$ cat src/rtl/mac_feed_ctrl.sv
// rtl/mac_feed_ctrl.sv - operand-pair FIFO and sequencer feeding a MAC unit
//
// Buffers streamed (A,B) operand pairs and issues VEC_LEN of them to a MAC as one
// dot product: a clear, then one enable per pair. Once the last product has been
// accumulated, the MAC output is captured and held on a valid/ready result port.
//
// Ports:
//   clk, rst_n                 clock, asynchronous active-low reset
//   in_valid/in_ready/in_a/b   operand pair input (in_ready = FIFO not full)
//   start                      begin one dot product (honoured in IDLE only)
//   busy                       sequencer not idle
//   mac_en/mac_clr/mac_a/b     registered MAC controls and operands
//   mac_cout                   MAC accumulator output
//   res_valid/res_ready        result handshake
//   res_data                   captured 3*DATA_WIDTH dot product
module mac_feed_ctrl #(
  parameter int DATA_WIDTH = 8,
  parameter int FIFO_DEPTH = 8,
  parameter int VEC_LEN    = 8
) (
  input  logic                    clk,
  input  logic                    rst_n,
  input  logic                    in_valid,
  output logic                    in_ready,
  input  logic [DATA_WIDTH-1:0]   in_a,
  input  logic [DATA_WIDTH-1:0]   in_b,
  input  logic                    start,
  output logic                    busy,
  output logic                    mac_en,
  output logic                    mac_clr,
  output logic [DATA_WIDTH-1:0]   mac_a,
  output logic [DATA_WIDTH-1:0]   mac_b,
  input  logic [3*DATA_WIDTH-1:0] mac_cout,
  output logic                    res_valid,
  input  logic                    res_ready,
  output logic [3*DATA_WIDTH-1:0] res_data
);

  localparam int DW = DATA_WIDTH;
  localparam int RW = 3 * DATA_WIDTH;
  localparam int AW = (FIFO_DEPTH > 1) ? $clog2(FIFO_DEPTH) : 1;
  localparam int CW = AW + 1;
  localparam int VW = $clog2(VEC_LEN + 1);
  localparam logic [CW-1:0] FULL_CNT = CW'(FIFO_DEPTH);
  localparam logic [VW-1:0] LAST_IDX = VW'(VEC_LEN - 1);

  typedef enum logic [2:0] {
    S_IDLE    = 3'd0,
    S_FEED    = 3'd1,
    S_DRAIN   = 3'd2,
    S_CAPTURE = 3'd3,
    S_DONE    = 3'd4
  } state_t;

  state_t          state, state_nxt;
  logic [2*DW-1:0] mem [FIFO_DEPTH];
  logic [AW-1:0]   wr_ptr, rd_ptr;
  logic [CW-1:0]   fill;
  logic [VW-1:0]   count, count_nxt;
  logic            push, pop, empty;

  logic            mac_en_nxt, mac_clr_nxt, res_valid_nxt;
  logic [DW-1:0]   mac_a_nxt, mac_b_nxt;
  logic [RW-1:0]   res_data_nxt;

  assign empty    = (fill == '0);
  assign in_ready = (fill != FULL_CNT);
  assign push     = in_valid && in_ready;
  assign pop      = (state == S_FEED) && !empty;
  assign busy     = (state != S_IDLE);

  // Storage needs no reset: occupancy is tracked by fill, not by contents.
  always_ff @(posedge clk) begin
    if (push) mem[wr_ptr] <= {in_a, in_b};
  end

  always_ff @(posedge clk or negedge rst_n) begin
    if (!rst_n) begin
      wr_ptr <= '0;
      rd_ptr <= '0;
      fill   <= '0;
    end else begin
      if (push) wr_ptr <= wr_ptr + 1'b1;
      if (pop)  rd_ptr <= rd_ptr + 1'b1;
      case ({push, pop})
        2'b10:   fill <= fill + 1'b1;
        2'b01:   fill <= fill - 1'b1;
        default: ;
      endcase
    end
  end

  always_ff @(posedge clk or negedge rst_n) begin
    if (!rst_n) state <= S_IDLE;
    else        state <= state_nxt;
  end

  always_comb begin
    state_nxt = state;
    case (state)
      S_IDLE:    if (start) state_nxt = S_FEED;
      S_FEED:    if (pop && count == LAST_IDX) state_nxt = S_DRAIN;
      S_DRAIN:   state_nxt = S_CAPTURE;
      S_CAPTURE: state_nxt = S_DONE;
      S_DONE:    if (res_ready) state_nxt = S_IDLE;
      default:   state_nxt = S_IDLE;
    endcase
  end

  // Next values for the registered outputs; anything not assigned holds.
  always_comb begin
    mac_en_nxt    = mac_en;
    mac_clr_nxt   = mac_clr;
    mac_a_nxt     = mac_a;
    mac_b_nxt     = mac_b;
    res_valid_nxt = res_valid;
    res_data_nxt  = res_data;
    count_nxt     = count;
    case (state)
      S_IDLE: begin
        mac_en_nxt = 1'b0;
        if (start) begin
          mac_clr_nxt = 1'b1;
          count_nxt   = '0;
        end
      end
      S_FEED: begin
        mac_clr_nxt = 1'b0;
        if (pop) begin
          mac_en_nxt               = 1'b1;
          {mac_a_nxt, mac_b_nxt}   = mem[rd_ptr];
          count_nxt                = count + 1'b1;
        end else begin
          mac_en_nxt = 1'b0;
        end
      end
      // The MAC accumulates the final product on the edge that leaves DRAIN,
      // so mac_cout is only complete once we are in CAPTURE.
      S_DRAIN:   mac_en_nxt = 1'b0;
      S_CAPTURE: begin
        res_data_nxt  = mac_cout;
        res_valid_nxt = 1'b1;
      end
      S_DONE:    if (res_ready) res_valid_nxt = 1'b0;
      default:   ;
    endcase
  end

  always_ff @(posedge clk or negedge rst_n) begin
    if (!rst_n) begin
      mac_en    <= 1'b0;
      mac_clr   <= 1'b0;
      mac_a     <= '0;
      mac_b     <= '0;
      res_valid <= 1'b0;
      res_data  <= '0;
      count     <= '0;
    end else begin
      mac_en    <= mac_en_nxt;
      mac_clr   <= mac_clr_nxt;
      mac_a     <= mac_a_nxt;
      mac_b     <= mac_b_nxt;
      res_valid <= res_valid_nxt;
      res_data  <= res_data_nxt;
      count     <= count_nxt;
    end
  end

endmodule

$ cat config.mk
export PLATFORM = sky130hd
export DESIGN_NAME = mac_feed_ctrl
export DESIGN_NICKNAME = d
export VERILOG_FILES = /design/src/rtl/mac_feed_ctrl.sv
export SDC_FILE = /design/constraint.sdc
export NUM_CORES = 1
export LEC_CHECK = 0
export CORE_MARGIN = 2
export CORE_UTILIZATION = 28
export CTS_CLUSTER_SIZE = 14
export DETAILED_ROUTE_END_ITERATION = 7
export PLACE_DENSITY_LB_ADDON = 0.25
export SLEW_MARGIN = 40
export SYNTH_ARGS = -nofsm -noshare
export SYNTH_HDL_FRONTEND = slang
export SYNTH_SLANG_ARGS = --single-unit
export TNS_END_PERCENT = 5
$ cat constraint.sdc
create_clock -name clk -period 3.2 [get_ports clk]
set_input_delay 0.64 -clock clk [delete_from_list [all_inputs] [get_ports clk]]
set_output_delay 0.64 -clock clk [all_outputs]
set_load 0.02 [all_outputs]
# Word-level counts from Yosys, hierarchy flattened
# Memories as Yosys holds them, arrays and structs flattened. A register that Yosys moved wholly into a read port is not among the register bits.
# Cells that the tools add are included.
# totals
reg_bits	44
ram_bits	128
input_bits	45
out_inout_bits	45
elab_cells	61
memories	1
# classes
n_addsub	5
eq_ne	12
n_mux	16
n_reduce_logical	18
# mem_list
memory	depth	width	read_ports	rd_clocked_by_memory_dff	wr	line	text
mem	8	16	1	1	1	56	logic [2*DW-1:0] mem [FIFO_DEPTH];
# op_table
op	count
one-hot mux 4 bit (2 select lines)	2
one-hot mux 3 bit (5 select lines)	1
2-to-1 mux 3 bit	3
adder 4 x 1 -> 4 bit (second input constant)	2
2-to-1 mux 4 bit	2
nonzero test 2 bit	4
adder 3 x 1 -> 3 bit (second input constant)	2
equality test 3 x 2 -> 1 bit (second input constant)	2
!= test 2 bit (second input constant)	3
one-hot mux 1 bit (2 select lines)	3
AND reduction 2 bit	3
AND reduction 3 bit	2
2-to-1 mux 1 bit	5
equality test 4 x 3 -> 1 bit (second input constant)	1
logical NOT 4 bit	1
!= test 4 bit (second input constant)	1
subtractor 4 x 1 -> 4 bit (second input constant)	1
equality test 3 x 1 -> 1 bit (second input constant)	1
equality test 3 bit (second input constant)	1
logical AND 1 bit	3
logical NOT 3 bit	1
nonzero test 3 bit	1
equality test 2 x 1 -> 1 bit (second input constant)	1
equality test 2 bit (second input constant)	1
other kinds (3)	4

# Logic depth before layout (Yosys ltp)
# logic_depth
ltp_word	6
ltp_mapped	11
ltp_nobuf	10

# Worst setup path after synthesis
# OpenSTA, ideal clock, no wires.
# synth_path
kind	register to register
from	register fill[3]
to	memory mem[0][0] (netlist name) (enable)
arrival_time_ns	2.217
t_required_ns	2.791
path_slack_ns	0.574
stages_incl_launch_ff	5
path_buffers	0
period_less_slack_ns	2.626
path_cell_list	dfrtp_1 > or4b_4 > nand2_1 > or2_2 > nor3_1
# synth_via
elab_chain_cells	4
# synth_lines
element	line	text
start, declared	58	logic [CW-1:0] fill;
start signal, assigned	86	2'b10: fill <= fill + 1'b1;
start signal, assigned	87	2'b01: fill <= fill - 1'b1;
!= test 4 bit	67	assign in_ready = (fill != FULL_CNT);
via in_ready	24	output logic in_ready,
logical AND 1 bit	68	assign push = in_valid && in_ready;
2-to-1 mux 1 bit	74	if (push) mem[wr_ptr] <= {in_a, in_b};
2-to-1 mux 1 bit (implied by the code)	74	
end, declared	56	
# The timed path passes the listed nets, and every way through them passes these cells.

# Worst setup path after layout
# layout_path
from	register fill[1]
to	register fill[2]
# layout_via
elab_chain_cells	5
word_cells_on_any_way	11
# layout_lines
element	line	text
logical NOT 4 bit *	66	assign empty = (fill == '0);
logical NOT 1 bit *	69	assign pop = (state == S_FEED) && !empty;
logical AND 1 bit *	69	
via pop	60	logic push, pop, empty;
equality test 2 x 1 -> 1 bit / equality test 2 bit (equally long branches)	85	case ({push, pop})
one-hot mux 4 bit (2 select lines) / nonzero test 2 bit (equally long branches)	--	
# Mark *: on every way through the listed nets, which the timed path passes. The rest lies on a longest branch.
# A chain may end at the register's enable or synchronous reset.

==> reports/results.txt <==
status - finished, final reports clean
Reg power frac - 41.7%
DPL Wire Length - 9910 um
Clock transition at path regs - 70 ps
Switching Share - 33.7%
Worst-Margin Slew - 650 ps
Comb pwr share - 36.1%
max-slew violations - 0
worst endpoint data arrival time - 3020 ps
Synth cell types - 36
Top FF cell, synth - edfxtp_1
fin nets - 555
cell area after synthesis - 0.00733 sq mm
FP Rows - 59
R2R setup slack - 480 ps
initial antenna violation count - 0
crit path time final - 2720 ps
H-Tree Depth - 4
vias in the first global route - 4209
port bufs - 89
fmax - 367 MHz
Synth Net Count - 447
Cells after Synth - 396
drt via density - 4.52
total die area - 0.0275 sq mm
CORE AREA - 0.0259 sq mm
Die Ht - 166 um
first-pass GRT wire length - 24000 um
IO Pins - 90
final wirelength - 15100 um
All-Layer GR Usage - 11.4%
setup bufs post-CTS - 0
Detailed Route Iter0 Violations - 262
CP endpoint kind - flop
grt total ovfl - 0
Area Growth Syn to Fin - 26.4%
synth top area cells - edfxtp_1 52%, dfrtp_1 20%, mux4_2 9.8%, mux2_2 4.1%, mux2i_1 2.2%
Worst-Skew Late Latency - 420 ps
Worst IR Drop VDD - 0.000403 V
drt pass-1 iters - 5
worst r2r src - fill[1]
root buffer cell - clkbuf_16
final hold slack - 157 ps
synthesized area per cell - 18.5 sq um
Hold Crit Class - input pin to asynchronous set/reset pin
largest family of logic cells by synthesized area - multiplexers
xor and xnor area share after synthesis - 1.19%
# fillers - 2411
Psw - 0.00300 W
Antenna Nets Post-Route - 0
total number of vias - 3847
Worst Path Max Fanout - 35
CTS Hold Buffers Added - 0
Post-synth EDFFs - 128
post-route setup TNS - 0 ps
sequential area share after synthesis - 72.9%
RSZ-0062 raised after global routing - false
source of the critical timing path - fill[1]
CP Launch Type - flop
n_diodes - 0
Post-synth ARST share - 31.9%
total power - 0.00891 W
largest net degree at the start of global routing - 36
compound-gate portion of the synthesized area - 1.98%
final core occ - 35.7%
final-report setup violation count - 0
initial core utilization - 28.3%
leakage power - 3.29 nW
area share of the largest cell type after synthesis - 52.4%
clock sink count - 188
YS warnings - 0
crit path kind - flop to flop
multiplexer area fraction after synthesis - 16.2%
Yosys reg bits - 188
cell taking the most area after synthesis - edfxtp_1
Worst EP required - 3500 ps
Longest Clk Path Bufs - 2
die width - 166 um
clock power share - 22.2%
adder-cell share of the synthesized area - 1.02%
CTS tree - built
WL/cell - 17.7 um
RD Place Congestion - 0.692
Hold Fails Final Rpt - 0
non-filler cells, final - 852
DRC Markers - 0
CTS Buf Count - 17
setup clock skew after layout - 17.6 ps
max_slew headroom - 56.7%
Simple-Gate Fraction of Synth Area - 5.10%
placed insts - 820
Cell Pwr Density - 962 mW/mm^2
crit share post-route - 85.1%
Int Pwr - 0.00591 W
max_cap viols - 0
share of layout cells above drive strength 1 - 23.2%
cts repair resizes - 0
[placed cells by master, fill, tap and decap left out, drive strengths merged]
cell type / synthesis / layout
inv: 2 / 8
nand3b: 3 / 3
clkinvlp: 0 / 2
nor2: 17 / 17
or2: 1 / 1
mux4: 32 / 32
and3: 1 / 1
mux2: 27 / 27
clkbuf: 1 / 18
clkdlybuf4s50: 0 / 88
a22o: 3 / 3
nand2: 28 / 28
nor3b: 1 / 1
dfrtp: 60 / 60
or3: 1 / 1
buf: 17 / 19
nand3: 5 / 5
clkinv: 0 / 6
mux2i: 16 / 16
nor4: 1 / 1
nor2b: 1 / 1
or4b: 1 / 1
a2111oi: 1 / 1
nor4b: 1 / 1
nand2b: 5 / 5
nand4b: 1 / 1
xor2: 5 / 5
a21oi: 6 / 6
edfxtp: 128 / 128
nor3: 3 / 3
ha: 6 / 6
xnor2: 5 / 5
or4: 1 / 1
o21ai: 16 / 16
[synthesized netlist by cell type, types with 3 or more instances]
cell type and n:
nand3b_1 3, nand2b_1 5, buf_4 4, o21ai_0 16
nand3_1 5, nor2_1 16, buf_2 12, a22o_1 3
edfxtp_1 128, ha_1 6, mux2i_1 16, a21oi_1 6
xor2_1 5, nand2_1 27, dfrtp_1 60, mux4_2 32
mux2_2 27, nor3_1 3, xnor2_1 5
[critical path, cell delays in order (launching register included)]
cell     delay (ps)
dfrtp_1         460
or4_4           630
nand2_8         230
inv_6            70
ha_1            270
xor2_1          180
ha_1            190
a21oi_1         150
xor2_1          180
nor2_1           80
xor2_1          160
[per-layer routing]
| layer | global-route usage, % | wire, um | vias to the layer above | part of all wire [%] |
|---|---|---|---|---|
| li1 | - | - | 1747 | - |
| met1 | 15.3 | 7030 | 1977 | 47 |
| met2 | 18.0 | 7100 | 111 | 47 |
| met3 | 3.24 | 786 | 12 | 5.2 |
| met4 | 3.40 | 137 | 0 | 0.91 |
| met5 | 0 | 0 | - | 0 |
[area by class of cell]
cell class                      instances  area (sq um)  share of cell area, %
Sequential cell                       188          5350                   57.7
Clock inverter                         14           129                   1.39
Inverter                                2          12.5                  0.135
Timing Repair Buffer                  107          1050                   11.3
Clock buffer                           18           429                   4.63
Multi-Input combinational cell        188          1880                   20.3
Tap cell                              335           419                   4.53
[path summary, 6_finish.rpt]
kind	to	cells past startpoint
setup / recovery	fill[2]	10
hold / removal	res_data[21]	1
setup reg to reg	fill[2]	10
hold reg to reg	mac_b[6]	2
max in group asynchronous	rd_ptr[1]	2
min in group clk	mac_b[6]	2
[cells by family after synthesis]
logic type | count (synthesis)
buffers and inverters | 20
adders and majority gates | 6
xor gates and xnor gates | 10
AOI/OAI and AO/OA | 26
DFF | 188
and+or+nand+nor | 71
muxes | 75
[stage by stage]
stage / area, sq um / setup slack (ps)
after detailed placement: 8700 / 516
after floorplan: 7330 / 574
final: 9260 / 478
after global placement: 8700 / 612
after global routing: 9260 / 335
after CTS: 9260 / 487
[registers in the layout, indices dropped and copies added, names as in the netlist, 4 cells and up]
signal and flops:
res_data 24, count 4, fill 4, mem 128, mac_a 8, mac_b 8
[power by group through the flow]
stage          Combinational (W)  Clock, W  Sequential [W]
2_1_floorplan            0.00189         0         0.00389
3_3_place_gp             0.00321         0         0.00374
3_5_place_dp             0.00328         0         0.00378
4_1_cts                  0.00329   0.00204         0.00373
5_1_grt                  0.00352   0.00214         0.00381
6_report                 0.00322   0.00198         0.00372
Note: power is estimated with default switching activity, not from simulation.
